[src/rtl/rr_arb_pkg.sv]
// Shared types and the round-robin search helper for rr_mux_arbiter.
package rr_arb_pkg;

  localparam int N_REQ = 4;

  typedef enum logic {IDLE = 1'b0, GRANT = 1'b1} state_t;

  typedef struct packed {
    logic       found;
    logic [1:0] idx;
  } pick_t;

  // Search ptr, ptr+1, ... (mod 4); masked bits are never picked.
  // Walking the order backwards lets the earliest candidate overwrite later ones.
  function automatic pick_t rr_pick(input logic [N_REQ-1:0] req,
                                    input logic [1:0]       ptr,
                                    input logic [N_REQ-1:0] mask);
    pick_t            p;
    logic [N_REQ-1:0] r;
    logic [1:0]       k;
    p = '0;
    r = req & ~mask;
    for (int i = N_REQ-1; i >= 0; i--) begin
      k = ptr + 2'(i);
      if (r[k]) begin
        p.found = 1'b1;
        p.idx   = k;
      end
    end
    return p;
  endfunction

endpackage

[src/rtl/rr_mux4w.sv]
// WIDTH-bit 4:1 mux shared by the four requesters.
module rr_mux4w
  import rr_arb_pkg::*;
#(
  parameter int WIDTH = 1
) (
  input  logic [WIDTH-1:0] d0,
  input  logic [WIDTH-1:0] d1,
  input  logic [WIDTH-1:0] d2,
  input  logic [WIDTH-1:0] d3,
  input  logic [1:0]       sel,
  output logic [WIDTH-1:0] y_raw
);

  logic [N_REQ-1:0][WIDTH-1:0] dv;

  assign dv    = {d3, d2, d1, d0};
  assign y_raw = dv[sel];

endmodule

[src/rtl/rr_mux_arbiter.sv]
// Round-robin arbiter driving a shared 4:1 mux; registered one-hot grant and select.
// Optional hold-limit timer compiled in with RR_ARB_TIMEOUT_EN.
module rr_mux_arbiter
  import rr_arb_pkg::*;
#(
  parameter int WIDTH    = 1,
  parameter int MAX_HOLD = 8
) (
  input  logic             clk,
  input  logic             reset,
  input  logic [3:0]       req,
  input  logic [WIDTH-1:0] d0,
  input  logic [WIDTH-1:0] d1,
  input  logic [WIDTH-1:0] d2,
  input  logic [WIDTH-1:0] d3,
  output logic [3:0]       gnt,
  output logic [1:0]       sel,
  output logic             valid,
  output logic [WIDTH-1:0] y
);

  if (MAX_HOLD < 1 || MAX_HOLD > 255) begin : g_bad_max_hold
    $error("rr_mux_arbiter: MAX_HOLD out of range 1..255");
  end

  state_t     state;
  logic [1:0] ptr;
  logic [3:0] own_mask;
  pick_t      pick_idle, pick_rel;
  logic       rel, forced, handoff;
  logic [WIDTH-1:0] y_raw;

  assign own_mask  = 4'b0001 << sel;
  assign pick_idle = rr_pick(req, ptr, 4'b0000);
  assign pick_rel  = rr_pick(req, ptr, own_mask);
  assign rel       = ~req[sel];

`ifdef RR_ARB_TIMEOUT_EN
  localparam int CW = $clog2(MAX_HOLD + 1);
  localparam logic [CW-1:0] LAST = CW'(MAX_HOLD - 1);
  logic [CW-1:0] cnt;

  assign forced = (cnt == LAST) && |(req & ~own_mask);
`else
  assign forced = 1'b0;
`endif

  assign handoff = rel | forced;

  always_ff @(posedge clk or posedge reset) begin
    if (reset) begin
      state <= IDLE;
      gnt   <= 4'b0000;
      sel   <= 2'd0;
      valid <= 1'b0;
      ptr   <= 2'd0;
`ifdef RR_ARB_TIMEOUT_EN
      cnt   <= '0;
`endif
    end else begin
      case (state)
        IDLE: begin
          if (pick_idle.found) begin
            state <= GRANT;
            gnt   <= 4'b0001 << pick_idle.idx;
            sel   <= pick_idle.idx;
            valid <= 1'b1;
            ptr   <= pick_idle.idx + 2'd1;
`ifdef RR_ARB_TIMEOUT_EN
            cnt   <= '0;
`endif
          end
        end
        GRANT: begin
          if (handoff) begin
            // Release and forced handoff share one masked search; no idle bubble.
            if (pick_rel.found) begin
              gnt   <= 4'b0001 << pick_rel.idx;
              sel   <= pick_rel.idx;
              ptr   <= pick_rel.idx + 2'd1;
`ifdef RR_ARB_TIMEOUT_EN
              cnt   <= '0;
`endif
            end else begin
              state <= IDLE;
              gnt   <= 4'b0000;
              valid <= 1'b0;
            end
          end else begin
`ifdef RR_ARB_TIMEOUT_EN
            // A lone owner at the limit keeps the grant and restarts its window.
            if (cnt == LAST)
              cnt <= '0;
            else if (cnt != CW'(MAX_HOLD))
              cnt <= cnt + 1'b1;
`endif
          end
        end
        default: state <= IDLE;
      endcase
    end
  end

  rr_mux4w #(.WIDTH(WIDTH)) u_mux (
    .d0    (d0),
    .d1    (d1),
    .d2    (d2),
    .d3    (d3),
    .sel   (sel),
    .y_raw (y_raw)
  );

  assign y = valid ? y_raw : '0;

endmodule
[config.mk]
export PLATFORM = sky130hd
export DESIGN_NAME = rr_mux_arbiter
export DESIGN_NICKNAME = d
export VERILOG_FILES = /design/src/rtl/rr_arb_pkg.sv /design/src/rtl/rr_mux4w.sv /design/src/rtl/rr_mux_arbiter.sv
export SDC_FILE = /design/constraint.sdc
export NUM_CORES = 1
export LEC_CHECK = 0
export ABC_CLOCK_PERIOD_IN_PS = 1800
export CORE_MARGIN = 10
export CORE_UTILIZATION = 45
export DETAILED_ROUTE_END_ITERATION = 6
export PLACE_DENSITY_LB_ADDON = 0.12
export SYNTH_ARGS = -nofsm -noshare
export SYNTH_HDL_FRONTEND = slang
export SYNTH_HIERARCHICAL = 1
export SYNTH_SLANG_ARGS = --single-unit
[constraint.sdc]
create_clock -name clk -period 1.8 [get_ports clk]
set_clock_uncertainty 0.1 [all_clocks]
set_input_delay 0.27 -clock clk [delete_from_list [all_inputs] [get_ports clk]]
set_output_delay 0.27 -clock clk [all_outputs]
set_load 0.005 [all_outputs]
==> metrics, run 1 <==
first-pass GRT wire length=4491 um; core area=0.001783 mm^2; post-synthesis compound-gate area fraction=28.25%; critical path class=register to register; Die Width=64.15 um; Detail Route Antenna Nets=0; post-detailed-placement half-perimeter wirelength=2025 um; TritonCTS clock tree=yes; leakage power=0.0006288 uW; TNS Setup=-1.327 ns; worst skew pair latency=0.26 ns; initial drt markers=43; syn avg cell area=8.047 um^2; reg2reg start=sel[0]$_DFFE_PP0P_; post-synthesis adder-cell area fraction=0%; final hold viol count=0; P_int=1360 uW; Startpoint Class=register; Max-Cap Viols=0; initial antenna violation count=0; Mapped Cells=109; ANT cells=0; Mapped Area=877.1 um^2; Post-Route WL=2763 um; DR pass1 iterations=4; Sequential Power Share=19.9%; Tmin final=2.007 ns; Yosys top cell by area=dfrtp_1; routed length per instance=15.61 um; Core Util, Final=76.98%; PwrDens=1635 mW/mm^2; P_sw=884.6 uW; Area contributors post-synth=dfrtp_1 (29%), mux2i_1 (5.7%), nor2_1 (5.1%); Layout area overhead=56.49%; Least-Margin Pin Slew=0.4965 ns; status=finished with violations; Yosys top cell area share=28.53%; GR Overflow Total=0; largest net degree at the start of global routing=11; CTS Buf Count=3; failing checks=negative setup slack; Vias=995; Total GRT Usage=12.92%; Final Cycle Share=111.5%; clk slew on worst S/H paths=0.07 ns; num rows=15; Synth Area in XOR/XNOR=0%; hold crit path type=input port to asynchronous set/reset pin; largest family of logic cells by synthesized area=compound AO/OA/AOI/OAI gates; CP Capture Type=register; CTS max path bufs=2; critical path peak fanout=7; nets=163; syn_nets=119; Simple-Gate Fraction of Synth Area=25.11%; Die Span Y=64.15 um; Sw Share=39.42%; Gate power share=71.1%; post-synthesis sequential area ratio=28.53%; vias in the first global route=962; clock power share=9.0%; Final Total Pwr=2244 uW; share of layout cells above drive strength 1=36.84%; port buffer count=17; post-synthesis mux area share=9.558%; H-tree lvl count=1; flop and latch count out of synthesis=10; Yosys cell types=38; worst setup slack after layout=-0.2066 ns; Synth Warn #=6; placed cells=169; gpl congestion=0.8644; Initial Util=49.19%; Rel. slew slack=66.68%; Fmax achieved=0.4983 GHz; Final setup violation count=9; CP arrival=2.08 ns; reg2reg setup slack=-0.21 ns; root buf cell=clkbuf_4; R2R depth=7; die area=0.004115 mm^2; DRC=0; Ports=18; RR Endpoint=gnt[1]$_DFFE_PP0P_; peak supply drop=1.273 mV; critical path required time=1.88 ns; CTS Sinks=10; final hold slack=0.1954 ns; non-filler cells, final=177; unrepaired setup endpoints after global routing=true; Final Max Slew Viols=0; vias per inst=5.621
[synthesized netlist by cell type, drive strengths merged]
| library cell | count |
|---|---|
| nor2 | 12 |
| dfrtp | 10 |
| o21ai | 8 |
| buf | 7 |
| nand2 | 7 |
| a21oi | 6 |
| inv | 6 |
| nand2b | 6 |
| a31oi | 5 |
| mux2i | 5 |
| a21o | 3 |
| and3 | 3 |
| clkbuf | 3 |
| nor2b | 3 |
| a32oi | 2 |
| and2 | 2 |
| nand3b | 2 |
| o22ai | 2 |
| a211oi | 1 |
| a21boi | 1 |
| a22oi | 1 |
| a31o | 1 |
| a32o | 1 |
| a41o | 1 |
| mux2 | 1 |
| mux4 | 1 |
| nand3 | 1 |
| nor3 | 1 |
| nor3b | 1 |
| nor4 | 1 |
| o2111ai | 1 |
| o21bai | 1 |
| o221ai | 1 |
| or3 | 1 |
| or4 | 1 |
[metrics by stage]
step           worst slack (ns)  cell area, um^2
2_1_floorplan           -0.1617            890.9
3_3_place_gp            -0.4907             1244
3_5_place_dp            -0.5281             1244
4_1_cts                 -0.1870             1334
5_1_grt                 -0.2846             1373
6_report                -0.2066             1373
[critical path, cell delays in order (launching register included)]
cell	delay, ns
dfrtp_2	0.41
buf_6	0.13
nand2b_4	0.13
and3_1	0.17
or4_4	0.49
a21boi_4	0.22
nand2b_1	0.08
a31oi_1	0.18
[how the worst max path moves through the flow]
stage / slack, ns / endpoint / startpoint / cells past startpoint
6_report: -0.21 / gnt[1]$_DFFE_PP0P_ / sel[0]$_DFFE_PP0P_ / 7
5_1_grt: -0.28 / gnt[3]$_DFFE_PP0P_ / sel[1]$_DFFE_PP0P_ / 7
4_1_cts: -0.19 / gnt[3]$_DFFE_PP0P_ / sel[1]$_DFFE_PP0P_ / 7
3_5_place_dp: -0.53 / ptr[1]$_DFFE_PP0P_ / req[1] / 8
3_3_place_gp: -0.49 / ptr[1]$_DFFE_PP0P_ / req[1] / 8
2_1_floorplan: -0.16 / ptr[0]$_DFFE_PP0P_ / sel[1]$_DFFE_PP0P_ / 7
[registers in the layout, summed over array words and instances, names as in the netlist]
signal,flops
ptr,2
state,1
sel,2
valid,1
gnt,4
[what timing repair did]
item,4_1_cts,5_1_grt
resized for setup,14,16
pin swaps,9,8
setup endpoints to repair,9,11
cloned,0,0
hold buffers,0,0
setup buffers,5,1
[power by group through the flow]
stage	sequential, uW	clock (uW)	combinational (uW)
final	446	202	1600
after global routing	465	219	1730
after CTS	439	206	1490
after global placement	474	0	1330
after detailed placement	478	0	1350
after floorplan	430	0	845
[layout make-up]
class / count / area (um^2)
fillers: 131 / 410.4
inverters: 6 / 22.52
well taps: 25 / 31.28
repair buffers: 49 / 425.4
clock buffers: 4 / 36.28
multi-input cells: 83 / 604.3
flip-flops and latches: 10 / 252.7
[per-layer routing]
metal	global-route usage (%)	vias up	wire length, um
met5	0	-	0
met4	0.8021	0	0
met3	4.878	0	209
met2	21.52	46	1306
met1	16.15	466	1248
li1	-	483	-
[cell usage in the layout (no fill, tap or decap), types with 4 or more instances in the layout]
| cell | Yosys | final |
|---|---|---|
| clkdlybuf4s50_1 | 0 | 11 |
| nand2_1 | 7 | 7 |
| dfrtp_1 | 10 | 8 |
| mux2i_1 | 5 | 5 |
| nand2b_1 | 6 | 5 |
| buf_6 | 1 | 6 |
| dlygate4sd2_1 | 0 | 4 |
| a31oi_1 | 5 | 5 |
| inv_1 | 5 | 5 |
| a21oi_1 | 6 | 4 |
| buf_4 | 0 | 26 |
| o21ai_1 | 4 | 4 |
| nor2_1 | 12 | 11 |
[cells by family after synthesis]
kind of cell | count (synthesis)
and+or+nand+nor | 41
AOI/OAI and AO/OA | 35
buffers and inverters | 16
DFF | 10
muxes | 7
Note: power is estimated with default switching activity, not from simulation.
==> run 2, diff against run 1 <==
--- a/config.mk
+++ b/config.mk
@@ -6,8 +6,9 @@
 export NUM_CORES = 1
 export LEC_CHECK = 0
 export ABC_CLOCK_PERIOD_IN_PS = 1800
+export CORE_ASPECT_RATIO = 1.1
 export CORE_MARGIN = 10
-export CORE_UTILIZATION = 45
+export CORE_UTILIZATION = 40
 export DETAILED_ROUTE_END_ITERATION = 6
 export PLACE_DENSITY_LB_ADDON = 0.12
 export SYNTH_ARGS = -nofsm -noshare
==> metrics, run 2 (same netlist as run 1, synthesis figures left out) <==
fill cell count=193 (was 131); Core Util, Final=68.44% (was 76.98%); post-detailed-placement half-perimeter wirelength=1997 um (was 2025 um); design area=0.001398 mm^2 (was 0.001373 mm^2); biggest regs=gnt (4), ptr (2), sel (2) (unchanged); port buffer count=17 (unchanged); hold crit path type=input port to asynchronous set/reset pin (unchanged); routed length per instance=15.35 um (was 15.61 um); max FFs per register=4 (unchanged); initial drt markers=36 (was 43); Final Max Slew Viols=0 (unchanged); DR pass1 iterations=4 (unchanged); peak supply drop=1.193 mV (was 1.273 mV); Tmin final=2.022 ns (was 2.007 ns); share of layout cells above drive strength 1=37.09% (was 36.84%); largest net degree at the start of global routing=11 (unchanged); Placed Area=0.001222 mm^2 (was 0.001244 mm^2); DRC=0 (unchanged); most frequent cells in the layout=buf_4 (26), clkdlybuf4s50_1 (13), nor2_1 (12) (was buf_4 (26), nor2_1 (11), clkdlybuf4s50_1 (11)); dpl ws=-0.5298 ns (was -0.5281 ns); Layout area overhead=59.34% (was 56.49%); critical path required time=1.86 ns (was 1.88 ns); Die Span Y=69.11 um (was 64.15 um); Final Cycle Share=112.3% (was 111.5%); most flop-heavy register=gnt (unchanged); unrepaired setup endpoints after global routing=true (unchanged); CP Capture Type=register (unchanged); Sequential cell area=252.7 um^2 (unchanged); CTS Buf Count=3 (unchanged); root buf cell=clkbuf_4 (unchanged); die area=0.004468 mm^2 (was 0.004115 mm^2); critical path class=register to register (unchanged); nets=162 (was 163); status=finished with violations (unchanged); H-tree lvl count=1 (unchanged); area of the multi-input gates=623.1 um^2 (was 604.3 um^2); num rows=17 (was 15); clk slew on worst S/H paths=0.07 ns (about the same); Fmax achieved=0.4946 GHz (was 0.4983 GHz); Vias=976 (was 995); Max stage delay on crit path=0.50 ns (was 0.49 ns); CTS max path bufs=2 (unchanged); gpl congestion=0.9292 (was 0.8644); critical path peak fanout=6 (was 7); Die Width=64.65 um (was 64.15 um); worst skew pair latency=0.27 ns (was 0.26 ns); most common cell after layout, fill and taps aside=buf_4 (unchanged); failing checks=negative setup slack (unchanged); Startpoint Class=register (unchanged); vias in the first global route=976 (was 962); Ports=18 (unchanged); Initial Util=42.95% (was 49.19%); slowest stage cell, crit path=or4_4 (unchanged); Total GRT Usage=12.14% (was 12.92%); leakage power=0.0006173 uW (was 0.0006288 uW); CTS Sinks=10 (unchanged); GR Overflow Total=0 (unchanged); core area=0.002042 mm^2 (was 0.001783 mm^2); worst-path cell chain=buf_6 -> nand2b_4 -> and3_4 -> or4_4 -> a21boi_4 -> nor3_4 -> a21o_1 (was buf_6 -> nand2b_4 -> and3_1 -> or4_4 -> a21boi_4 -> nand2b_1 -> a31oi_1); Post-Route WL=2748 um (was 2763 um); TritonCTS clock tree=yes (unchanged); first-pass GRT wire length=4657 um (was 4491 um); worst setup slack after layout=-0.2220 ns (was -0.2066 ns); CP arrival=2.08 ns (about the same); final hold viol count=0 (unchanged); Least-Margin Pin Slew=0.4684 ns (was 0.4965 ns); Max-Cap Viols=0 (unchanged); PwrDens=1700 mW/mm^2 (was 1635 mW/mm^2); Final setup violation count=9 (unchanged); ANT cells=0 (unchanged); vias per inst=5.453 (was 5.621); initial antenna violation count=0 (unchanged); Rel. slew slack=68.56% (was 66.68%); Detail Route Antenna Nets=0 (unchanged)
[run 2: changes by cell type in the layout (fill, tap and decap cells not counted), sizes merged]
cell,before,now
clkbuf,5,4
clkdlybuf4s50,11,13
dlygate4sd2,4,3
dlymetal6s2s,1,0
[run 2: path summary, 6_finish.rpt]
kind	from	end	slack, ns	cells after the start
min in group clk	valid$_DFFE_PP0P_	valid$_DFFE_PP0P_	0.44	2
worst max register to register	sel[0]$_DFFE_PP0P_	ptr[0]$_DFFE_PP0P_	-0.22	7
worst max-delay path	sel[0]$_DFFE_PP0P_	ptr[0]$_DFFE_PP0P_	-0.22	7
worst min-delay path	reset	ptr[1]$_DFFE_PP0P_	0.19	2
max in group asynchronous	reset	sel[0]$_DFFE_PP0P_	1.10	2
worst min register to register	valid$_DFFE_PP0P_	valid$_DFFE_PP0P_	0.44	2
[run 2: through the flow]
stage / setup TNS [ns] / std cells / hold WS (ns) / total power [uW]
after floorplan: -0.7783 / 109 / 0.01011 / 1275
after global placement: -4.129 / 167 / 0.4093 / 1800
after detailed placement: -4.432 / 167 / 0.4152 / 1822
after CTS: -1.269 / 176 / 0.1931 / 2229
after global routing: -2.290 / 179 / 0.2150 / 2566
final: -1.358 / 179 / 0.1874 / 2375
[run 2: report_power, final]
group	switching, uW	total, uW	internal [uW]
sequential	96.6	436	340
combinational	738	1740	999
clock	79.2	202	123
[run 2: layout make-up]
| class | count | share of cell area (%) |
|---|---|---|
| well taps | 28 | 2.507 |
| multi-input cells | 83 | 44.58 |
| clock buffers | 4 | 2.596 |
| inverters | 6 | 1.611 |
| repair buffers | 48 | 30.62 |
| flip-flops and latches | 10 | 18.08 |
[run 2: per-layer routing]
metal,wire (um),GRT usage [%],part of all wire (%)
met1,1266,16.21,46
met2,1304,19.24,47
met3,156,3.865,5.7
met4,20,0.7075,0.73
met5,0,0,0
[run 2: critical path, delay by kind of cell (launching register included)]
kind	cells	cell delay, ns
compound gates	2	0.37
simple gates	4	0.89
flops	1	0.41
buf+inv	1	0.13
[run 2: timing repair]
action | 4_1_cts | 5_1_grt
endpoints found under the setup margin | 10 | 10
pin swaps | 9 | 9
resized for setup | 21 | 8
buffers inserted | 5 | 3
hold buffers | 0 | 0
==> run 3, diff against run 2 <==
--- a/config.mk
+++ b/config.mk
@@ -10,6 +10,7 @@
 export CORE_MARGIN = 10
 export CORE_UTILIZATION = 40
 export DETAILED_ROUTE_END_ITERATION = 6
+export GPL_ROUTABILITY_DRIVEN = 0
 export PLACE_DENSITY_LB_ADDON = 0.12
 export SYNTH_ARGS = -nofsm -noshare
 export SYNTH_HDL_FRONTEND = slang
==> results of run 3 <==
Final layout, timing and power as in run 2 (identical DEF).
